### src/rtl/goldschmidt_divider_core.sv
// Goldschmidt iteration engine: takes a seed from an external combinational LUT,
// then runs ITER multiplicative refinements to produce a Q16.16 quotient.
module goldschmidt_divider_core #(
    parameter int ITER = 3
) (
    input  logic        clk,
    input  logic        rst,
    input  logic        start,
    input  logic [15:0] N,
    input  logic [15:0] D,
    output logic [15:0] lut_D,
    input  logic [15:0] lut_Do,
    input  logic [3:0]  lut_C,
    output logic        busy,
    output logic        done,
    output logic        err,
    output logic [31:0] Q
);

    typedef enum logic [1:0] {IDLE, INIT, RUN, FIN} state_t;

    localparam logic [3:0] LAST_ITER = 4'(ITER - 1);

    state_t      state;
    logic [15:0] n_r;
    logic [15:0] d_r;
    logic [31:0] nacc;
    logic [16:0] dacc;
    logic [3:0]  cnt;

    logic [17:0] f;
    logic [31:0] nacc_seed;
    logic [16:0] dacc_seed;
    logic [31:0] nacc_step;
    logic [16:0] dacc_step;

    assign lut_D = d_r;

    // F = 2 - Dacc in Q2.16; both products are truncated after the >>16.
    assign f         = 18'h20000 - {1'b0, dacc};
    assign nacc_seed = 32'(n_r) * 32'(lut_Do);
    assign dacc_seed = 17'(32'(d_r) * 32'(lut_Do));
    assign nacc_step = 32'((50'(nacc) * 50'(f)) >> 16);
    assign dacc_step = 17'((35'(dacc) * 35'(f)) >> 16);

    always_ff @(posedge clk) begin
        if (rst) begin
            // NOTE: the accumulators are cleared as well so a reset mid-run leaves no stale partial result.
            state <= IDLE;
            n_r   <= '0;
            d_r   <= '0;
            nacc  <= '0;
            dacc  <= '0;
            cnt   <= '0;
            busy  <= 1'b0;
            done  <= 1'b0;
            err   <= 1'b0;
            Q     <= '0;
        end else begin
            done <= 1'b0;
            case (state)
                IDLE: begin
                    if (start) begin
                        n_r   <= N;
                        d_r   <= D;
                        busy  <= 1'b1;
                        state <= INIT;
                    end
                end
                INIT: begin
                    if (lut_C == 4'd0) begin
                        Q     <= '1;
                        err   <= 1'b1;
                        done  <= 1'b1;
                        state <= FIN;
                    end else begin
                        nacc  <= nacc_seed;
                        dacc  <= dacc_seed;
                        cnt   <= '0;
                        state <= RUN;
                    end
                end
                RUN: begin
                    nacc <= nacc_step;
                    dacc <= dacc_step;
                    cnt  <= cnt + 4'd1;
                    if (cnt == LAST_ITER) begin
                        Q     <= nacc_step;
                        err   <= 1'b0;
                        done  <= 1'b1;
                        state <= FIN;
                    end
                end
                FIN: begin
                    busy  <= 1'b0;
                    state <= IDLE;
                end
                default: state <= IDLE;
            endcase
        end
    end

endmodule

### config.mk
export PLATFORM = sky130hd
export DESIGN_NAME = goldschmidt_divider_core
export DESIGN_NICKNAME = d
export VERILOG_FILES = /design/src/rtl/goldschmidt_divider_core.sv
export SDC_FILE = /design/constraint.sdc
export NUM_CORES = 2
export LEC_CHECK = 0
export CORE_MARGIN = 2
export CORE_UTILIZATION = 30
export DETAILED_ROUTE_END_ITERATION = 8
export GPL_TIMING_DRIVEN = 0
export HOLD_SLACK_MARGIN = 0.1
export PLACE_DENSITY = 0.41
export REMOVE_ABC_BUFFERS = 1
export SETUP_SLACK_MARGIN = 0.4
export SLEW_MARGIN = 20
export SYNTH_ARGS = -nofsm -noshare
export SYNTH_HDL_FRONTEND = slang
export SYNTH_SLANG_ARGS = --single-unit
### constraint.sdc
create_clock -name clk -period 12.65 [get_ports clk]
set_input_delay 1.265 -clock clk [delete_from_list [all_inputs] [get_ports clk]]
set_output_delay 1.265 -clock clk [all_outputs]
set_load 0.1 [all_outputs]
==> reports/summary.txt <==
Status = complete, no violations
Post-synthesis sequential area ratio = 5.35%
Post-synth ARST share = 0%
Die footprint = 155,000 um2
Slew Limit Fails = 0
Register area = 2480 um2
Initial antenna violation count = 4
Nets = 6,571
Synth top cells by count = inv_1 (1,253), fa_1 (1,001), nand2b_1 (562), nand2_1 (467), ha_1 (383)
Layout Skew = 0.0221 ns
Tcrit/Tclk final = 82.3%
Most frequent cell after synthesis = inv_1
Die Wd = 394 um
Hold_buf cts = 0
# IOs = 106
Most used DFF post-synth = dfxtp_1
Worst setup EP type = flip-flop
Cells after Synth = 5,235
Top-area cell type share of the netlist area = 43.9%
GPL Wtd Cong = 0.800
Pre-antenna DRT Iters = 5
CTS tree = yes
Slowest stage delay, CP = 0.68 ns
H-tree Lvls = 4
# rows = 143
Total grt overflow = 0
EDFF count, synth = 0
Worst-skew pair later-pin latency = 0.51 ns
Post-CTS setup buffer count = 0
Slowest cell on crit path = mux2i_1
Post-route minimum period = 10.41 ns
FF+latch count, synth = 122
WP data required = 13.01 ns
Average size of a mapped cell = 8.72 um2
Starting density of the core = 30.1%
Fill count = 16,100
Startpoint Class = flip-flop
RSZ-0062 raised after global routing = no
Post-Synthesis Cell Area = 45,700 um2
Multi-input gate area = 37,800 um2
Global-route wire length before repair = 225,000 um
CTS clk-pin slew, worst paths = 0.08 ns
Peak Freq = 96.1 MHz
Core Box Area = 152,000 um2
Number of synthesis warnings = 0
Worst Tran Pin Value = 1.15 ns
Synth area leader = fa_1
Largest net degree at the start of global routing = 74
Root Buffer = clkbuf_16
Post-DP HPWL = 108,000 um
CP arrival = 10.77 ns
CP most frequent cell = fa_1
Bufs on Longest Clock Path = 2
Synth-to-Final Area Change = 8.99%
Final design utilization = 32.8%
GRT Total Usage = 18.9%
Worst hold slack = 0.488 ns
Synth area leaders = fa_1 (44%), ha_1 (10%), inv_1 (10%), nand2b_1 (7.7%), dfxtp_1 (5.3%)
Share of post-route cells with drive strength above 1 = 2.92%
Distinct cell type count after synthesis = 73
CTS Buf Count = 17
Final hold vios = 0
Post_cts resized = 0
DR iter-0 viols = 1,406
Via count = 33,100
Vias in the first global route = 36,800
Port Buf Inserts = 105
Crit Path Max Fanout = 47
Clock sink total = 122
Chip Height = 394 um
Maxcap violations = 0
Worst Path Class, Setup = flip-flop to flip-flop
Post-DR wirelength/cell = 19.7 um
Post-route ant nets = 0
Drt via density = 4.61
Min-delay worst type = flip-flop to flip-flop
# setup viols final = 0
Slew HR = 23.4%
Drt total wl = 141,000 um
DRC = 0
==> registers in the layout (all words and copies together) (netlist names) <==
name,count
state,2
lut_D,16
cnt,4
err,1
nacc,32
dacc,17
Q,32
n_r,16
busy,1
done,1
==> cells in the final DEF, fill, tap and decap left out, types with 7 or more instances in the layout <==
| cell | n |
|---|---|
| nor4_1 | 9 |
| a211oi_1 | 31 |
| a311oi_1 | 10 |
| nor3_1 | 36 |
| or4_1 | 8 |
| and2_1 | 198 |
| and3_1 | 12 |
| nand3_1 | 22 |
| nand4_1 | 8 |
| a21o_1 | 45 |
| dfxtp_2 | 27 |
| nor2b_1 | 171 |
| o31ai_1 | 8 |
| clkbuf_16 | 17 |
| buf_12 | 12 |
| nor2_1 | 128 |
| nand2_1 | 465 |
| buf_16 | 13 |
| o21bai_1 | 10 |
| o21a_1 | 12 |
| clkdlybuf4s50_1 | 93 |
| fa_1 | 1001 |
| ha_4 | 17 |
| or3_1 | 7 |
| xor2_1 | 32 |
| o211ai_1 | 10 |
| conb_1 | 16 |
| dfxtp_1 | 94 |
| or2_2 | 8 |
| o22ai_1 | 18 |
| nand2b_1 | 562 |
| inv_8 | 7 |
| a31oi_1 | 15 |
| ha_1 | 366 |
| inv_1 | 1252 |
| buf_2 | 11 |
| o21ai_0 | 70 |
| a21oi_1 | 143 |
| xnor2_1 | 78 |
==> per-layer routing <==
layer	share of wire, %	track usage, %
met3	3.2	1.79
met4	1.2	3.16
met1	47	26.7
met5	0	0
met2	48	31.8
==> final cells by class <==
type                       count  area share, %
antenna                        5         0.0251
clock buffer                  17          0.855
clock inverter                15          0.289
inverter                    1253           9.45
multi-input combinational   3605           76.0
sequential                   122           4.98
tap                         2030           5.10
timing repair buffer         133           3.27
==> per-stage QoR <==
stage | setup TNS [ns] | setup WS (ns) | area (um2) | std cells
5_1_grt | 0 | 1.82 | 49800 | 7175
4_1_cts | 0 | 2.19 | 49700 | 7175
6_report | 0 | 2.24 | 49800 | 7180
3_5_place_dp | 0 | 2.24 | 49200 | 7143
2_1_floorplan | 0 | 3.61 | 44700 | 4980
3_3_place_gp | -31.18 | -1.18 | 48300 | 7115
==> cells by family (layout without fill, tap and decap cells) <==
group / count (synthesis) / after routing / share of synthesized area, %
compound gates: 434 / 434 / 6.16
xor+xnor: 110 / 110 / 2.11
fa+ha+maj: 1384 / 1384 / 54.4
buf+inv: 1522 / 1418 / 12.5
flops: 122 / 122 / 5.35
mux: 4 / 4 / 0.0904
other cells: 2 / 21 / 0.0164
simple gates: 1657 / 1657 / 19.4
==> worst paths after layout <==
kind	end	start	depth (start not counted)	slack, ns
worst max-delay path	Q[31]	dacc[1]	27	2.24
worst min-delay path	busy	busy	2	0.49
worst max register to register	Q[31]	dacc[1]	27	2.24
worst min register to register	busy	busy	2	0.49
==> critical path, delay by kind of cell, from the launching register on <==
kind | cells | cell delay [ns]
and+or+nand+nor | 7 | 2.74
muxes | 1 | 0.68
DFF | 1 | 0.65
AOI/OAI and AO/OA | 8 | 2.04
buffers and inverters | 3 | 0.15
adders and majority gates | 8 | 3.88
Power is not shown: default switching activity piles up to over one toggle a cycle in this logic, so the estimate is an artifact.
